===== src/rtl/renode_axi_pkg.sv =====
// Shared AXI definitions for the Renode bridge family.
// Contents: burst/response encodings, beat size/length types, the error
// counter width and a helper that maps a data width to AXI AxSIZE.
package renode_axi_pkg;

    typedef enum logic [1:0] {
        BURST_FIXED = 2'b00,
        BURST_INCR  = 2'b01,
        BURST_WRAP  = 2'b10
    } burst_type_e;

    typedef enum logic [1:0] {
        RESP_OKAY   = 2'b00,
        RESP_EXOKAY = 2'b01,
        RESP_SLVERR = 2'b10,
        RESP_DECERR = 2'b11
    } response_e;

    typedef logic [2:0] burst_size_t;
    typedef logic [7:0] burst_length_t;

    localparam int ErrCountWidth = 16;

    // AxSIZE = log2(bytes per beat); widths that are not 8*2^n map to 0.
    function automatic burst_size_t data_width_to_size(input int data_width);
        burst_size_t size;
        size = '0;
        for (int i = 0; i < 8; i++) begin
            if ((8 << i) == data_width) size = burst_size_t'(i);
        end
        return size;
    endfunction

endpackage


===== src/rtl/renode_tcdm_axi_manager_if.sv =====
// AXI4 bus bundle between the TCDM bridge (manager) and a Renode subordinate.
// Modports: master drives AW/W/AR payloads plus B/R ready; slave the reverse.
interface renode_tcdm_axi_manager_if #(
    parameter int AddressWidth       = 32,
    parameter int DataWidth          = 32,
    parameter int TransactionIdWidth = 8
) ();
    import renode_axi_pkg::*;

    localparam int StrobeWidth = DataWidth / 8;

    // write address
    logic                          awvalid;
    logic                          awready;
    logic [TransactionIdWidth-1:0] awid;
    logic [AddressWidth-1:0]       awaddr;
    burst_length_t                 awlen;
    burst_size_t                   awsize;
    burst_type_e                   awburst;
    // write data
    logic                          wvalid;
    logic                          wready;
    logic [DataWidth-1:0]          wdata;
    logic [StrobeWidth-1:0]        wstrb;
    logic                          wlast;
    // write response
    logic                          bvalid;
    logic                          bready;
    logic [TransactionIdWidth-1:0] bid;
    response_e                     bresp;
    // read address
    logic                          arvalid;
    logic                          arready;
    logic [TransactionIdWidth-1:0] arid;
    logic [AddressWidth-1:0]       araddr;
    burst_length_t                 arlen;
    burst_size_t                   arsize;
    burst_type_e                   arburst;
    // read data
    logic                          rvalid;
    logic                          rready;
    logic [TransactionIdWidth-1:0] rid;
    logic [DataWidth-1:0]          rdata;
    response_e                     rresp;
    logic                          rlast;

    modport master (
        output awvalid, awid, awaddr, awlen, awsize, awburst,
        output wvalid, wdata, wstrb, wlast,
        output bready,
        output arvalid, arid, araddr, arlen, arsize, arburst,
        output rready,
        input  awready, wready, bvalid, bid, bresp,
        input  arready, rvalid, rid, rdata, rresp, rlast
    );

    modport slave (
        input  awvalid, awid, awaddr, awlen, awsize, awburst,
        input  wvalid, wdata, wstrb, wlast,
        input  bready,
        input  arvalid, arid, araddr, arlen, arsize, arburst,
        input  rready,
        output awready, wready, bvalid, bid, bresp,
        output arready, rvalid, rid, rdata, rresp, rlast
    );

endinterface


===== src/rtl/renode_err_counter.sv =====
// Sticky error flag plus saturating error counter, shared by Renode bridges.
// Ports: clk/rst_n (async active-low), i_err (one event per cycle),
//        o_sticky (set on first event, cleared by reset), o_count (saturating).
module renode_err_counter #(
    parameter int Width = 16
) (
    input  logic             clk,
    input  logic             rst_n,
    input  logic             i_err,
    output logic             o_sticky,
    output logic [Width-1:0] o_count
);
    logic             r_sticky;
    logic [Width-1:0] r_count;

    always_ff @(posedge clk or negedge rst_n) begin
        if (!rst_n) begin
            r_sticky <= 1'b0;
            r_count  <= '0;
        end else if (i_err) begin
            r_sticky <= 1'b1;
            if (r_count != {Width{1'b1}}) r_count <= r_count + 1'b1;
        end
    end

    assign o_sticky = r_sticky;
    assign o_count  = r_count;

endmodule


===== src/rtl/renode_tcdm_axi_manager.sv =====
// TCDM-to-AXI4 manager bridge. Each granted TCDM request becomes one
// single-beat AXI transaction; only one is in flight at a time.
// Ports: aclk/areset_n (async active-low); i_tcdm_* request side with
//        o_tcdm_gnt (combinational), o_tcdm_r_data/o_tcdm_r_valid completion;
//        axi (master modport); o_err_sticky/o_err_count response error status.
module renode_tcdm_axi_manager
    import renode_axi_pkg::*;
#(
    parameter int                            AddressWidth       = 32,
    parameter int                            DataWidth          = 32,
    parameter int                            TransactionIdWidth = 8,
    parameter logic [TransactionIdWidth-1:0] TransactionId      = '0
) (
    input  logic                       aclk,
    input  logic                       areset_n,
    input  logic                       i_tcdm_req,
    output logic                       o_tcdm_gnt,
    input  logic [AddressWidth-1:0]    i_tcdm_add,
    input  logic                       i_tcdm_wen,
    input  logic [DataWidth/8-1:0]     i_tcdm_be,
    input  logic [DataWidth-1:0]       i_tcdm_data,
    output logic [DataWidth-1:0]       o_tcdm_r_data,
    output logic                       o_tcdm_r_valid,
    renode_tcdm_axi_manager_if.master  axi,
    output logic                       o_err_sticky,
    output logic [ErrCountWidth-1:0]   o_err_count
);
    localparam int                      StrobeWidth = DataWidth / 8;
    localparam logic [AddressWidth-1:0] AlignMask   = ~AddressWidth'(StrobeWidth - 1);
    localparam burst_size_t             BeatSize    = data_width_to_size(DataWidth);

    typedef enum logic [2:0] {
        ST_IDLE,
        ST_WR,
        ST_WR_RESP,
        ST_RD,
        ST_RD_DATA
    } state_e;

    state_e                  r_state;
    logic [AddressWidth-1:0] r_addr;
    logic [DataWidth-1:0]    r_wdata;
    logic [StrobeWidth-1:0]  r_wstrb;
    logic                    r_awvalid;
    logic                    r_wvalid;
    logic                    r_arvalid;
    logic                    r_bready;
    logic                    r_rready;
    logic [DataWidth-1:0]    r_rdata;
    logic                    r_rvalid;

    logic w_aw_done;
    logic w_w_done;
    logic w_b_err;
    logic w_r_err;

    assign o_tcdm_gnt = i_tcdm_req && (r_state == ST_IDLE);

    // A channel counts as done if it already handshook or handshakes now;
    // AW and W are tracked separately so neither waits on the other's ready.
    assign w_aw_done = !r_awvalid || axi.awready;
    assign w_w_done  = !r_wvalid  || axi.wready;

    assign w_b_err = (r_state == ST_WR_RESP) && axi.bvalid &&
                     ((axi.bresp != RESP_OKAY) || (axi.bid != TransactionId));
    assign w_r_err = (r_state == ST_RD_DATA) && axi.rvalid &&
                     ((axi.rresp != RESP_OKAY) || (axi.rid != TransactionId) || !axi.rlast);

    always_ff @(posedge aclk or negedge areset_n) begin
        if (!areset_n) begin
            r_state   <= ST_IDLE;
            r_addr    <= '0;
            r_wdata   <= '0;
            r_wstrb   <= '0;
            r_awvalid <= 1'b0;
            r_wvalid  <= 1'b0;
            r_arvalid <= 1'b0;
            r_bready  <= 1'b0;
            r_rready  <= 1'b0;
            r_rdata   <= '0;
            r_rvalid  <= 1'b0;
        end else begin
            r_rvalid <= 1'b0;
            case (r_state)
                ST_IDLE: begin
                    if (o_tcdm_gnt) begin
                        // payload frozen here so it stays stable while valid
                        r_addr  <= i_tcdm_add & AlignMask;
                        r_wdata <= i_tcdm_data;
                        r_wstrb <= i_tcdm_be;
                        if (i_tcdm_wen) begin
                            r_arvalid <= 1'b1;
                            r_state   <= ST_RD;
                        end else begin
                            r_awvalid <= 1'b1;
                            r_wvalid  <= 1'b1;
                            r_state   <= ST_WR;
                        end
                    end
                end
                ST_WR: begin
                    if (r_awvalid && axi.awready) r_awvalid <= 1'b0;
                    if (r_wvalid && axi.wready)   r_wvalid  <= 1'b0;
                    if (w_aw_done && w_w_done) begin
                        r_bready <= 1'b1;
                        r_state  <= ST_WR_RESP;
                    end
                end
                ST_WR_RESP: begin
                    if (axi.bvalid) begin
                        r_bready <= 1'b0;
                        r_rvalid <= 1'b1;
                        r_state  <= ST_IDLE;
                    end
                end
                ST_RD: begin
                    if (axi.arready) begin
                        r_arvalid <= 1'b0;
                        r_rready  <= 1'b1;
                        r_state   <= ST_RD_DATA;
                    end
                end
                ST_RD_DATA: begin
                    if (axi.rvalid) begin
                        r_rready <= 1'b0;
                        r_rdata  <= axi.rdata;
                        r_rvalid <= 1'b1;
                        r_state  <= ST_IDLE;
                    end
                end
                default: r_state <= ST_IDLE;
            endcase
        end
    end

    assign axi.awvalid = r_awvalid;
    assign axi.awid    = TransactionId;
    assign axi.awaddr  = r_addr;
    assign axi.awlen   = '0;
    assign axi.awsize  = BeatSize;
    assign axi.awburst = BURST_INCR;

    assign axi.wvalid  = r_wvalid;
    assign axi.wdata   = r_wdata;
    assign axi.wstrb   = r_wstrb;
    assign axi.wlast   = 1'b1;

    assign axi.bready  = r_bready;

    assign axi.arvalid = r_arvalid;
    assign axi.arid    = TransactionId;
    assign axi.araddr  = r_addr;
    assign axi.arlen   = '0;
    assign axi.arsize  = BeatSize;
    assign axi.arburst = BURST_INCR;

    assign axi.rready  = r_rready;

    assign o_tcdm_r_data  = r_rdata;
    assign o_tcdm_r_valid = r_rvalid;

    // b and r errors are in mutually exclusive states, so at most one per cycle
    renode_err_counter #(
        .Width (ErrCountWidth)
    ) u_err_counter (
        .clk      (aclk),
        .rst_n    (areset_n),
        .i_err    (w_b_err || w_r_err),
        .o_sticky (o_err_sticky),
        .o_count  (o_err_count)
    );

endmodule


===== src/flat_wrapper.sv =====
// flat-port wrapper written by rule: the top's interface ports become plain ports
module renode_tcdm_axi_manager_flat import renode_axi_pkg::*;
#(
    parameter int                            AddressWidth       = 32,
    parameter int                            DataWidth          = 32,
    parameter int                            TransactionIdWidth = 8,
    parameter logic [TransactionIdWidth-1:0] TransactionId      = '0
)
  (aclk, areset_n, i_tcdm_req, o_tcdm_gnt, i_tcdm_add, i_tcdm_wen, i_tcdm_be, i_tcdm_data, o_tcdm_r_data, o_tcdm_r_valid, o_err_sticky, o_err_count, axi_awvalid, axi_awid, axi_awaddr, axi_awlen, axi_awsize, axi_awburst, axi_wvalid, axi_wdata, axi_wstrb, axi_wlast, axi_bready, axi_arvalid, axi_arid, axi_araddr, axi_arlen, axi_arsize, axi_arburst, axi_rready, axi_awready, axi_wready, axi_bvalid, axi_bid, axi_bresp, axi_arready, axi_rvalid, axi_rid, axi_rdata, axi_rresp, axi_rlast);
  renode_tcdm_axi_manager_if #(.AddressWidth(AddressWidth), .DataWidth(DataWidth), .TransactionIdWidth(TransactionIdWidth)) axi_i ();
  input  logic aclk;
  input  logic areset_n;
  input  logic i_tcdm_req;
  output logic o_tcdm_gnt;
  input  logic [AddressWidth-1:0] i_tcdm_add;
  input  logic i_tcdm_wen;
  input  logic [DataWidth/8-1:0] i_tcdm_be;
  input  logic [DataWidth-1:0] i_tcdm_data;
  output logic [DataWidth-1:0] o_tcdm_r_data;
  output logic o_tcdm_r_valid;
  output logic o_err_sticky;
  output logic [ErrCountWidth-1:0] o_err_count;
  output wire logic [$bits(axi_i.awvalid)-1:0] axi_awvalid;
  output wire logic [$bits(axi_i.awid)-1:0] axi_awid;
  output wire logic [$bits(axi_i.awaddr)-1:0] axi_awaddr;
  output wire logic [$bits(axi_i.awlen)-1:0] axi_awlen;
  output wire logic [$bits(axi_i.awsize)-1:0] axi_awsize;
  output wire logic [$bits(axi_i.awburst)-1:0] axi_awburst;
  output wire logic [$bits(axi_i.wvalid)-1:0] axi_wvalid;
  output wire logic [$bits(axi_i.wdata)-1:0] axi_wdata;
  output wire logic [$bits(axi_i.wstrb)-1:0] axi_wstrb;
  output wire logic [$bits(axi_i.wlast)-1:0] axi_wlast;
  output wire logic [$bits(axi_i.bready)-1:0] axi_bready;
  output wire logic [$bits(axi_i.arvalid)-1:0] axi_arvalid;
  output wire logic [$bits(axi_i.arid)-1:0] axi_arid;
  output wire logic [$bits(axi_i.araddr)-1:0] axi_araddr;
  output wire logic [$bits(axi_i.arlen)-1:0] axi_arlen;
  output wire logic [$bits(axi_i.arsize)-1:0] axi_arsize;
  output wire logic [$bits(axi_i.arburst)-1:0] axi_arburst;
  output wire logic [$bits(axi_i.rready)-1:0] axi_rready;
  input wire logic [$bits(axi_i.awready)-1:0] axi_awready;
  input wire logic [$bits(axi_i.wready)-1:0] axi_wready;
  input wire logic [$bits(axi_i.bvalid)-1:0] axi_bvalid;
  input wire logic [$bits(axi_i.bid)-1:0] axi_bid;
  input wire logic [$bits(axi_i.bresp)-1:0] axi_bresp;
  input wire logic [$bits(axi_i.arready)-1:0] axi_arready;
  input wire logic [$bits(axi_i.rvalid)-1:0] axi_rvalid;
  input wire logic [$bits(axi_i.rid)-1:0] axi_rid;
  input wire logic [$bits(axi_i.rdata)-1:0] axi_rdata;
  input wire logic [$bits(axi_i.rresp)-1:0] axi_rresp;
  input wire logic [$bits(axi_i.rlast)-1:0] axi_rlast;
  assign axi_awvalid = axi_i.awvalid;
  assign axi_awid = axi_i.awid;
  assign axi_awaddr = axi_i.awaddr;
  assign axi_awlen = axi_i.awlen;
  assign axi_awsize = axi_i.awsize;
  assign axi_awburst = axi_i.awburst;
  assign axi_wvalid = axi_i.wvalid;
  assign axi_wdata = axi_i.wdata;
  assign axi_wstrb = axi_i.wstrb;
  assign axi_wlast = axi_i.wlast;
  assign axi_bready = axi_i.bready;
  assign axi_arvalid = axi_i.arvalid;
  assign axi_arid = axi_i.arid;
  assign axi_araddr = axi_i.araddr;
  assign axi_arlen = axi_i.arlen;
  assign axi_arsize = axi_i.arsize;
  assign axi_arburst = axi_i.arburst;
  assign axi_rready = axi_i.rready;
  assign axi_i.awready = axi_awready;
  assign axi_i.wready = axi_wready;
  assign axi_i.bvalid = axi_bvalid;
  assign axi_i.bid = axi_bid;
  assign axi_i.bresp = axi_bresp;
  assign axi_i.arready = axi_arready;
  assign axi_i.rvalid = axi_rvalid;
  assign axi_i.rid = axi_rid;
  assign axi_i.rdata = axi_rdata;
  assign axi_i.rresp = axi_rresp;
  assign axi_i.rlast = axi_rlast;
  renode_tcdm_axi_manager #(.AddressWidth(AddressWidth), .DataWidth(DataWidth), .TransactionIdWidth(TransactionIdWidth), .TransactionId(TransactionId)) u_core (.aclk(aclk), .areset_n(areset_n), .i_tcdm_req(i_tcdm_req), .o_tcdm_gnt(o_tcdm_gnt), .i_tcdm_add(i_tcdm_add), .i_tcdm_wen(i_tcdm_wen), .i_tcdm_be(i_tcdm_be), .i_tcdm_data(i_tcdm_data), .o_tcdm_r_data(o_tcdm_r_data), .o_tcdm_r_valid(o_tcdm_r_valid), .axi(axi_i), .o_err_sticky(o_err_sticky), .o_err_count(o_err_count));
endmodule

===== config.mk =====
export PLATFORM = sky130hd
export DESIGN_NAME = renode_tcdm_axi_manager_flat
export DESIGN_NICKNAME = d
export VERILOG_FILES = /design/src/rtl/renode_axi_pkg.sv /design/src/rtl/renode_tcdm_axi_manager_if.sv /design/src/rtl/renode_err_counter.sv /design/src/rtl/renode_tcdm_axi_manager.sv /design/src/flat_wrapper.sv
export SDC_FILE = /design/constraint.sdc
export NUM_CORES = 1
export LEC_CHECK = 0
export ABC_AREA = 1
export CAP_MARGIN = 30
export CORE_MARGIN = 5
export CORE_UTILIZATION = 25
export DETAILED_ROUTE_END_ITERATION = 7
export PLACE_DENSITY = 0.55
export SLEW_MARGIN = 10
export SYNTH_ARGS = -nofsm -noshare
export SYNTH_HDL_FRONTEND = slang
export SYNTH_SLANG_ARGS = --single-unit

===== constraint.sdc =====
create_clock -name aclk -period 1.2 [get_ports aclk]
set_input_delay 0.24 -clock aclk [delete_from_list [all_inputs] [get_ports aclk]]
set_output_delay 0.24 -clock aclk [all_outputs]
set_load 0.03 [all_outputs]

==> results.txt <==
Lkg Pwr -> 5.83 nW
CP max FO -> 2
power share of the combinational group -> 57.7%
worst hold slack -> 289 ps
RSZ-0062 raised after global routing -> true
f_max -> 624 MHz
DRC Markers -> 0
vias in the first global route -> 6138
vias per cell -> 4.08
synth-to-layout area growth -> 94.8%
ant diodes -> 0
DRT iter0 DRCs -> 229
DRT Wirelength -> 21800 um
worst hold path class -> in2async
element type at the critical path end -> output pin
maxcap violations -> 0
fin crit period -> 1600 ps
TritonCTS clock tree -> yes
chip height -> 163 um
Psw -> 12.7 mW
Pwr Density -> 2670 mW/mm^2
layout cells sized above 1 -> 38.2%
clk_lat worst skew -> 410 ps
post-DP HPWL -> 14500 um
Syn Inst Count -> 726
clock share of power -> 17.3%
nets -> 1260
PnR worst setup slack -> -404 ps
GRT overflow -> 0
Clock Path Buffers -> 2
Starting Density -> 25.2%
via count -> 5955
max-slew violation count -> 0
status -> complete, but fails checks
P_int -> 17.9 mW
H-tree levels -> 4
Yosys reg bits -> 124
maximum vdd drop -> 1.72 mV
pin count of the biggest net entering global routing -> 38
Final Cycle Share -> 134%
CTS clk-pin slew, worst paths -> 60 ps
post-route ant nets -> 0
CTS root buf -> clkbuf_16
die area -> 0.0267 mm^2
I/O pins -> 329
DR pass1 iterations -> 4
Post-Syn Area -> 0.00589 mm^2
Sink Count -> 124
WS Path Type -> reg2out
Placement Rows -> 56
Final setup viols -> 205
Layout Cells excl Fill -> 1460
Final Hold Vio Count -> 0
TritonCTS Buffers -> 17
syn_area_per_cell -> 8.11 um^2
Buffers on Ports -> 279
Switching Fraction -> 41.5%
Sequential Power Share -> 25.0%
post-DR wirelength/cell -> 14.9 um
gp weighted congestion -> 0.774
Setup Skew -> 7.00 ps
register area share after synthesis -> 52.7%
Worst Path Arrival -> 1360 ps
core area -> 0.0233 mm^2
failing checks -> setup timing
Yosys warnings -> 0
Inst Count DP -> 1334
Total GRT Usage -> 16.0%
# fillers -> 2204
initial antenna violation count -> 1
CP required -> 960 ps
Die Span X -> 163 um
first-pass GRT wire length -> 33100 um
Worst setup SP type -> flop
Synth cell types -> 32
-- state kept, by name (all words and copies together), names as in the netlist --
signal                         count
u_core.axi.awvalid                 1
u_core.u_err_counter.o_count      16
u_core.axi.wvalid                  1
u_core.axi.bready                  1
u_core.o_tcdm_r_valid              1
u_core.axi.wstrb                   4
u_core.r_state                     3
u_core.u_err_counter.o_sticky      1
u_core.axi.rready                  1
u_core.o_tcdm_r_data              32
u_core.axi.wdata                  32
u_core.axi.arvalid                 1
u_core.axi.araddr                 30
-- final timing paths --
path	slack, ps	startpoint	cells after the start	end
worst max-delay path	-400	u_core.r_state[1]	5	o_tcdm_gnt
worst min register to register	490	u_core.o_tcdm_r_data[6]	2	u_core.o_tcdm_r_data[6]
worst max register to register	-330	u_core.r_state[1]	10	u_core.axi.araddr[9]
min in group aclk	360	i_tcdm_data[20]	3	u_core.axi.wdata[20]
worst min-delay path	290	areset_n	2	u_core.u_err_counter.o_count[13]
max in group asynchronous	400	areset_n	3	u_core.axi.araddr[2]
-- cells by family (layout without fill, tap and decap cells) --
logic type      count (synthesis)  count (layout)  synth area share [%]
fa+ha+maj                       1               1                 0.212
buf+inv                       124             493                  13.3
simple gates                  454             455                  31.4
flops                         124             124                  52.7
compound gates                 14              14                  1.25
other cells                     2              47                 0.128
xor+xnor                        7               7                  1.04
-- cell usage after synthesis, drive strengths merged --
cell type / count / area [um^2]
xor2: 3 / 26.3
xnor2: 4 / 35.0
ha: 1 / 12.5
o21ai: 11 / 55.1
a21oi: 1 / 5.00
or2: 1 / 6.26
nand3b: 2 / 15.0
nand4: 4 / 40.0
nand2: 382 / 1460
dfrtp: 124 / 3100
conb: 2 / 7.51
o21a: 1 / 7.51
nand3: 26 / 130
inv: 24 / 90.1
nor3b: 1 / 12.5
nor2: 35 / 159
o22ai: 1 / 6.26
nor3: 2 / 21.3
and2: 1 / 6.26
buf: 92 / 663
clkbuf: 8 / 30.0
-- through the flow --
| stage | total power, mW | setup WS, ps | instance area (um^2) | setup TNS, ps | util [%] |
|---|---|---|---|---|---|
| after CTS | 29.7 | -447 | 11000 | -35470 | 47.0 |
| after global placement | 20.3 | -581 | 8890 | -47090 | 38.1 |
| after detailed placement | 20.4 | -554 | 8890 | -48320 | 38.1 |
| after floorplan | 15.2 | -167 | 6170 | -6140 | - |
| final | 30.6 | -404 | 11500 | -38160 | 49.2 |
| after global routing | 32.3 | -483 | 11500 | -54970 | 49.2 |
-- cell type report --
class	instances	area, um^2	share of cell area, %
Sequential cell	124	3130	27.3
Multi-Input combinational cell	524	2460	21.5
Clock buffer	21	460	4.01
Tap cell	319	399	3.48
Timing Repair Buffer	438	4760	41.5
Inverter	24	110	0.960
Clock inverter	10	141	1.23
-- power groups by stage --
stage,combinational (mW),clock (mW),sequential (mW)
final,17.7,5.30,7.64
after global routing,18.8,5.66,7.87
after CTS,16.5,5.50,7.63
after detailed placement,13.1,0,7.28
after global placement,13.1,0,7.26
after floorplan,4.65,0,10.5
-- placed cells by master (no fill, tap or decap), types with 3 or more instances in the layout --
cell type / count
buf_12: 20
buf_16: 6
buf_4: 102
buf_6: 176
bufinv_16: 3
clkbuf_16: 21
clkdlybuf4s50_1: 126
clkinv_4: 3
conb_1: 47
dfrtp_1: 104
dfrtp_2: 20
inv_1: 15
inv_2: 5
inv_4: 3
nand2_1: 337
nand2_2: 34
nand2_4: 9
nand2_8: 3
nand3_1: 22
nand3_4: 4
nand4_1: 3
nor2_1: 26
nor2_2: 4
nor2_4: 5
o21ai_0: 3
o21ai_1: 6
xnor2_1: 4
xor2_1: 3
-- per-layer routing --
metal / global-route usage, % / share of wire (%) / vias up
met4: 4.42 / 1.2 / 2
li1: - / - / 2905
met5: 0 / 0.060 / -
met1: 18.5 / 38 / 2791
met3: 6.59 / 9.2 / 20
met2: 27.3 / 51 / 237
-- worst max-delay path, cell delays in order, from the launching register on --
cell	delay [ps]
dfrtp_1	400
nor2_4	150
nand2_4	70
nor2_4	90
buf_6	120
buf_6	120
-- repair_timing --
item,4_1_cts,5_1_grt
setup buffers,44,38
setup endpoints to repair,276,276
pin swaps,13,16
gates cloned,9,5
hold buffers,1,0
endpoints found under the hold margin,27,0
gates resized for setup,237,47
(Power assumes the default switching activity.)
